**src/rtl/pll_lock_ctrl.sv**
```systemverilog
// PLL power-up/reset sequencer and lock supervisor.
// Runs on the PLL reference clock; sequences pll_pwd/pll_rst, filters lock,
// stretches the downstream system reset and retries a bounded number of times.
module pll_lock_ctrl #(
    parameter int unsigned PWD_CYCLES    = 3,
    parameter int unsigned RST_CYCLES    = 3,
    parameter int unsigned LOCK_TIMEOUT  = 2500,
    parameter int unsigned STABLE_CYCLES = 3,
    parameter int unsigned RST_STRETCH   = 16,
    parameter int unsigned MAX_RETRY     = 3
) (
    input  logic       clkin1,
    input  logic       rst,
    input  logic       lock,
    input  logic       restart_req,
    output logic       pll_pwd,
    output logic       pll_rst,
    output logic       sys_rst,
    output logic       ready,
    output logic       lock_lost,
    output logic       fail,
    output logic [1:0] retry_cnt,
    output logic [2:0] state_dbg
);

    // One shared phase counter serves PWD, RST, WAIT_LOCK timeout and STABLE stretch.
    localparam int unsigned Max01  = (PWD_CYCLES > RST_CYCLES) ? PWD_CYCLES : RST_CYCLES;
    localparam int unsigned Max23  = (LOCK_TIMEOUT > RST_STRETCH) ? LOCK_TIMEOUT : RST_STRETCH;
    localparam int unsigned CntMax = (Max01 > Max23) ? Max01 : Max23;
    localparam int unsigned CntW   = $clog2(CntMax + 1);
    localparam int unsigned StabW  = $clog2(STABLE_CYCLES + 1);

    typedef enum logic [2:0] {
        StPwd      = 3'd0,
        StRst      = 3'd1,
        StWaitLock = 3'd2,
        StStable   = 3'd3,
        StRun      = 3'd4,
        StFail     = 3'd5
    } state_e;

    state_e            state_q, state_d;
    logic [CntW-1:0]   cnt_q, cnt_d;
    logic [StabW-1:0]  stab_q, stab_d;
    logic [1:0]        retry_q, retry_d;
    logic              lost_q, lost_d;
    logic              sync1_q, sync2_q;
    logic              lock_s;
    logic              at_max_retry;

    assign lock_s       = sync2_q;
    assign at_max_retry = (retry_q == 2'(MAX_RETRY));

    // Two-flop synchronizer for the asynchronous lock input.
    always_ff @(posedge clkin1) begin
        if (rst) begin
            sync1_q <= 1'b0;
            sync2_q <= 1'b0;
        end else begin
            sync1_q <= lock;
            sync2_q <= sync1_q;
        end
    end

    // Next-state, counter and sticky-flag logic.
    always_comb begin
        state_d = state_q;
        cnt_d   = (cnt_q == CntW'(CntMax)) ? cnt_q : cnt_q + CntW'(1);
        stab_d  = '0;
        retry_d = retry_q;
        lost_d  = lost_q;

        unique case (state_q)
            StPwd: begin
                if (cnt_q == CntW'(PWD_CYCLES - 1)) state_d = StRst;
            end
            StRst: begin
                if (cnt_q == CntW'(RST_CYCLES - 1)) state_d = StWaitLock;
            end
            StWaitLock: begin
                if (lock_s) begin
                    stab_d = (stab_q == StabW'(STABLE_CYCLES)) ? stab_q : stab_q + StabW'(1);
                end
                // A filtered lock wins over a timeout on the same cycle.
                if (stab_q == StabW'(STABLE_CYCLES)) begin
                    state_d = StStable;
                end else if (cnt_q == CntW'(LOCK_TIMEOUT - 1)) begin
                    if (at_max_retry) begin
                        state_d = StFail;
                    end else begin
                        state_d = StPwd;
                        retry_d = retry_q + 2'd1;
                    end
                end
            end
            StStable: begin
                if (!lock_s) begin
                    if (at_max_retry) begin
                        state_d = StFail;
                    end else begin
                        state_d = StPwd;
                        retry_d = retry_q + 2'd1;
                    end
                end else if (cnt_q == CntW'(RST_STRETCH)) begin
                    state_d = StRun;
                    retry_d = 2'd0;
                end
            end
            StRun: begin
                // Loss of lock re-sequences without consuming a retry.
                if (!lock_s) begin
                    state_d = StPwd;
                    lost_d  = 1'b1;
                end
            end
            StFail: begin
                state_d = StFail;
            end
            default: begin
                state_d = StPwd;
            end
        endcase

        if (state_d != state_q) begin
            cnt_d  = '0;
            stab_d = '0;
        end

        if (restart_req) begin
            state_d = StPwd;
            cnt_d   = '0;
            stab_d  = '0;
            retry_d = 2'd0;
            lost_d  = 1'b0;
        end
    end

    // State, counters and registered Moore outputs decoded from the next state.
    always_ff @(posedge clkin1) begin
        if (rst) begin
            state_q   <= StPwd;
            cnt_q     <= '0;
            stab_q    <= '0;
            retry_q   <= 2'd0;
            lost_q    <= 1'b0;
            pll_pwd   <= 1'b1;
            pll_rst   <= 1'b1;
            sys_rst   <= 1'b1;
            ready     <= 1'b0;
            fail      <= 1'b0;
            state_dbg <= 3'd0;
        end else begin
            state_q   <= state_d;
            cnt_q     <= cnt_d;
            stab_q    <= stab_d;
            retry_q   <= retry_d;
            lost_q    <= lost_d;
            pll_pwd   <= (state_d == StPwd) || (state_d == StFail);
            pll_rst   <= (state_d == StPwd) || (state_d == StRst) || (state_d == StFail);
            sys_rst   <= (state_d != StRun);
            ready     <= (state_d == StRun);
            fail      <= (state_d == StFail);
            state_dbg <= state_d;
        end
    end

    assign retry_cnt = retry_q;
    assign lock_lost = lost_q;

endmodule
```
**config.mk**
```make
export PLATFORM = sky130hd
export DESIGN_NAME = pll_lock_ctrl
export DESIGN_NICKNAME = d
export VERILOG_FILES = /design/src/rtl/pll_lock_ctrl.sv
export SDC_FILE = /design/constraint.sdc
export NUM_CORES = 1
export LEC_CHECK = 0
export BUFFER_PORTS_ARGS = -buffer_cell sky130_fd_sc_hd__clkbuf_2
export CORE_AREA = 2 2 59 61
export CTS_CLUSTER_SIZE = 14
export DETAILED_ROUTE_END_ITERATION = 10
export DIE_AREA = 0 0 61 63
export HOLD_SLACK_MARGIN = 0.06
export PLACE_DENSITY_LB_ADDON = 0.15
export SLEW_MARGIN = 20
export SYNTH_ARGS = -nofsm -noshare
export SYNTH_HDL_FRONTEND = slang
export SYNTH_SLANG_ARGS = --single-unit
```
**constraint.sdc**
```tcl
create_clock -name clkin1 -period 1.9 [get_ports clkin1]
set_input_delay 0.095 -clock clkin1 [delete_from_list [all_inputs] [get_ports clkin1]]
set_output_delay 0.095 -clock clkin1 [all_outputs]
set_load 0.02 [all_outputs]
```
---- Yosys cells after proc, flatten, opt, wreduce, memory -nomap -nowiden ----
Index checks and enable logic that the tools add are counted.
cells by class
  equality and inequality tests ........... 19
  reductions and logical operators ........ 11
  add/sub/neg operators ................... 3
  bitwise logic cells ..................... 2
  mux-type cells .......................... 16
operators by type and width
  operator                                                                 number
  3-bit two-way mux                                                        9
  12-bit equality test (second input constant)                             2
  3-bit one-hot mux with 6 select lines                                    1
  12-bit by 1-bit adder with 12-bit output (second input constant)         1
  12-bit by 2-bit equality test with 1-bit output (second input constant)  1
  12-bit by 5-bit equality test with 1-bit output (second input constant)  1
  3-bit equality test (second input constant)                              4
  2-bit two-way mux                                                        5
  3-bit by 1-bit equality test with 1-bit output (second input constant)   2
  3-bit by 2-bit equality test with 1-bit output (second input constant)   2
  3-bit zero test                                                          2
  3-bit != test (second input constant)                                    2
  5-bit OR reduction                                                       1
  2-bit by 1-bit adder with 2-bit output (second input constant)           2
  2-bit equality test (second input constant)                              2
  2-bit != test (second input constant)                                    2
  2-bit one-hot mux with 2 select lines                                    1
  4-bit AND reduction                                                      1
  1-bit logical OR                                                         3
  3-bit != test                                                            1
  3-bit OR reduction                                                       1
  1-bit inverter                                                           2
  2-bit AND reduction                                                      1
  2-bit nonzero test                                                       1
  2-bit OR reduction                                                       1
word-level totals
  flip-flop bits (word level) ............. 27
  input bits .............................. 4
  logic and storage cells ................. 63
  output and inout bits ................... 11

---- Logic depth before layout (Yosys ltp) ----
  word-level depth ........................ 9
  gate-level depth with buffers ........... 8

---- Least setup slack after synthesis ----
Ideal clock, no wire load.
  path kind ............................... reg-to-reg
  from .................................... register stab_q[0]
  to ...................................... register cnt_q[0]
  data required time ...................... 1.771 ns
  data arrival time ....................... 1.817 ns
  slack ................................... -0.046 ns
  stages on the path, launching flop included .. 8
  setup time .............................. 0.129 ns
  buffers on the path ..................... 1
  cell sequence ........................... dfxtp_1 ha_1 nor4b_1 nand3_1 a22oi_1 o21a_1 buf_2 nor4_1
between the ends
  cells in the longest elaborated chain, start to end .. 5
ends and longest elaborated chain
  element                                line  text
  start, declared                        44    logic [StabW-1:0] stab_q, stab_d;
  start signal, assigned                 155   stab_q <= stab_d;
  2-bit equality test                    85    if (stab_q == StabW'(STABLE_CYCLES)) begin
  3-bit two-way mux                      85
  3-bit one-hot mux with 6 select lines  73    unique case (state_q)
  3-bit != test                          124   if (state_d != state_q) begin
  3-bit OR reduction (no source line)    -
  end signal, assigned                   154   cnt_q <= cnt_d;
  end, declared                          43    logic [CntW-1:0] cnt_q, cnt_d;
Every way passes these cells.
A chain may end at the register's enable or synchronous reset.

---- Final worst setup path ----
  from .................................... register cnt_q[10]
  to ...................................... register pll_pwd
between the ends
  cells in the longest elaborated chain, start to end .. 7
  elaborated cells between the ends (all ways) .. 14
  those cells by class .................... 4 x eq/ne; 8 x mux; 2 x reduce/logical
ends and longest elaborated chain
  element                                                                                  line     text
  12-bit by 5-bit equality test with 1-bit output or 12-bit equality test (tied branches)  104, 87
  3-bit two-way mux (on tied branches)                                                     104, 87
  3-bit two-way mux (on tied branches)                                                     97, 85
  3-bit one-hot mux with 6 select lines (*)                                                73
  3-bit two-way mux (*)                                                                    129      if (restart_req) begin
  3-bit equality test or 3-bit zero test (tied branches)                                   158      pll_pwd <= (state_d == StPwd) || (state_d == StFail);
  1-bit logical OR (*)                                                                     158
  end signal, assigned                                                                     158
  end, declared                                                                            16       output logic pll_pwd,
Every way passes the cells marked *; elsewhere a longest branch is shown, timed or not.

==> results.toml <==
[synth]
synth_area_mm2 = 0.00154
synthTopCellsByCount = "dfxtp_1, nand2_1, nor3_1, nor2_1, nand3_1"
syn_area_per_cell_um2 = 8.87
synth_cell_types = 44
ys_top_cells_by_area = "dfxtp_1, nand2_1, nor3_1, xor2_1, ha_1"
synth_top_area_cell = "dfxtp_1"
synth_top_area_share = 0.352
syn-num-nets = 181
yosysWarnings = 0
synth_most_common_cell = "dfxtp_1"
syn_inst = 173
synth-seq-area-share = 0.352
yosys_most_used_dff = "dfxtp_1"
synth_edf_count = 0
synth.ff_latch_count = 27
synthArstFlopShare = 0

[min_path]
worstHoldPathCells = 1
hp-class = "reg2reg"
hold_start = "sync1_q$_SDFF_PP0_"
whs_endpoint = "lock_s$_SDFF_PP0_"

[detailed_routing]
vias_per_cell = 5.55
num_vias = 1427
routed_wl_mm = 3.85
ant_nets = 0
first_pass_iters = 4
routedWlPerCell_um = 15.0
drc = 0
drt_iter0_drc = 57

[grt]
grt_util_met2 = 0.351
overflow = 0
grt_max_degree = 17
use_met3 = 0.0248
grt_most_used_layer = "met2"
antenna_found_initial = 0
grtUsageTotal = 0.206
grt_util_met1 = 0.272
grt_pass1_wl_mm = 6.15
first_global_vias = 1326

[setup_path]
worstSetupPathType = "reg2reg"
worst-r2r-cell-count = 6
cp.required_ns = 2.15
r2r-end = "pll_pwd$_SDFF_PP1_"
start_kind = "flip-flop"
worst-path-max-fanout = 5
cp.arrival_ns = 2.12
r2r_start = "cnt_q[10]$_SDFFE_PP0P_"
timing.critical_path.from = "cnt_q[10]$_SDFFE_PP0P_"
rrSetupSlack_ns = 0.03
critPathCaptureType = "flip-flop"

[sta]
fmax_mhz = 534
setup_violations = 0
setup_tns_ns = 0
fin_skew_ns = 0.00447
period_needed_ns = 1.87
hold_viol = 0
period_share = 0.986
max_slew_margin = 0.707
tightest_slew_ns = 0.435
slew_violations = 0

[floorplan]
row_count = 21
die_w_um = 61
dieArea_mm2 = 0.00384
start_util = 0.475
die_h_um = 63
core-area_mm2 = 0.00323
io_pins = 15

[clocking]
cts_sinks = 27
h-tree-depth = 1
cts_buffer_depth = 2
cts_tree = "done"
numCtsBuffers = 3
cts_root_buf = "clkbuf_4"
insertion_delay_ns = 0.34
clk_pin_slew_ns = 0.16

[flow_run]
drv_cap = 0

[finish]
layout-drive-gt1-share = 0.408
finalNetCount = 220
final_core_util = 0.635
syn_to_final_growth_pct = 33.7
antenna_cells = 0
multiInputGateArea_mm2 = 0.00104
register_area_um2 = 561
fillerInstances = 285

[placement]
gp_congestion = 0.845
dpl.hpwl_mm = 2.62
port_buffers = 14

[pwr]
p_leak_nw = 0.746
power.density_mw_per_mm2 = 443
irDropWorstVdd_v = 0.000247

[status]
status = "completed"
[sequential cells by signal, indices dropped and copies added (netlist names), 2 cells and up]
name	count
cnt_q	12
state_q	3
stab_q	2
retry_cnt	2
[cell type report]
cell class	count	share of cell area
flip-flops and latches	27	0.273
clock inverters	1	0.00366
multi-input cells	131	0.507
well taps	46	0.0280
clock buffers	3	0.0110
inverters	7	0.0128
repair buffers	42	0.164
[worst max path at each step]
stage / to / cells past startpoint
floorplan: cnt_q[0]$_SDFFE_PP0P_ / 7
global placement: cnt_q[0]$_SDFFE_PP0P_ / 8
detailed placement: cnt_q[3]$_SDFFE_PP0P_ / 6
CTS: stab_q[0]$_SDFFE_PP0N_ / 7
global route: pll_rst$_SDFF_PP1_ / 5
finish: pll_pwd$_SDFF_PP1_ / 6
[metrics by stage]
step / instances / hold WS [ns] / worst slack, ns / power, mW / cell area, um^2
after detailed placement: 242 / 0.303 / -0.0758 / 0.638 / 1770
after CTS: 254 / 0.458 / 0.00853 / 0.911 / 1930
after floorplan: 173 / 0.167 / 0.0232 / 0.621 / 1540
after global placement: 242 / 0.296 / 0.00360 / 0.636 / 1770
after global routing: 257 / 0.485 / -0.0296 / 0.946 / 2050
final: 257 / 0.459 / 0.0260 / 0.910 / 2050
[placed cells by master, fill, tap and decap left out, types with 6 or more instances in the layout]
cell type  instances
a21oi_1            6
buf_4             21
clkbuf_2          14
dfxtp_1           19
inv_1              6
nand2_1           17
nand3_1            9
nor2_1             9
nor3_1            12
xor2_1             6
[critical path, cell delays in order (launching register included)]
cell and delay, ns:
dfxtp_4 0.40, or4_4 0.59, nor4_4 0.33, nand2_2 0.14
buf_6 0.14, a31oi_4 0.11, mux2i_1 0.08
[kinds of logic after synthesis]
family	after synthesis	synth area share
mux	4	0.0269
fa+ha+maj	4	0.0326
simple gates	91	0.374
flops	27	0.352
xor+xnor	11	0.0628
compound gates	21	0.100
buf+inv	15	0.0513
[routing by layer]
| metal | wire, um | share of wire |
|---|---|---|
| met5 | 0 | 0 |
| met4 | 34 | 0.0088 |
| met3 | 89 | 0.023 |
| met2 | 2020 | 0.52 |
| met1 | 1710 | 0.44 |
[where the power goes]
group / switching (mW) / total [mW] / internal [mW]
clock: 0.190 / 0.271 / 0.0807
combinational: 0.0325 / 0.0671 / 0.0346
sequential: 0.00539 / 0.572 / 0.566
[what timing repair did]
item,CTS,global route
hold buffers,3,0
resized for setup,11,24
endpoints found under the setup margin,17,20
cloned,1,0
endpoints found under the hold margin,3,0
buffers inserted,4,3
pin swaps,3,7
(Power assumes the default switching activity.)
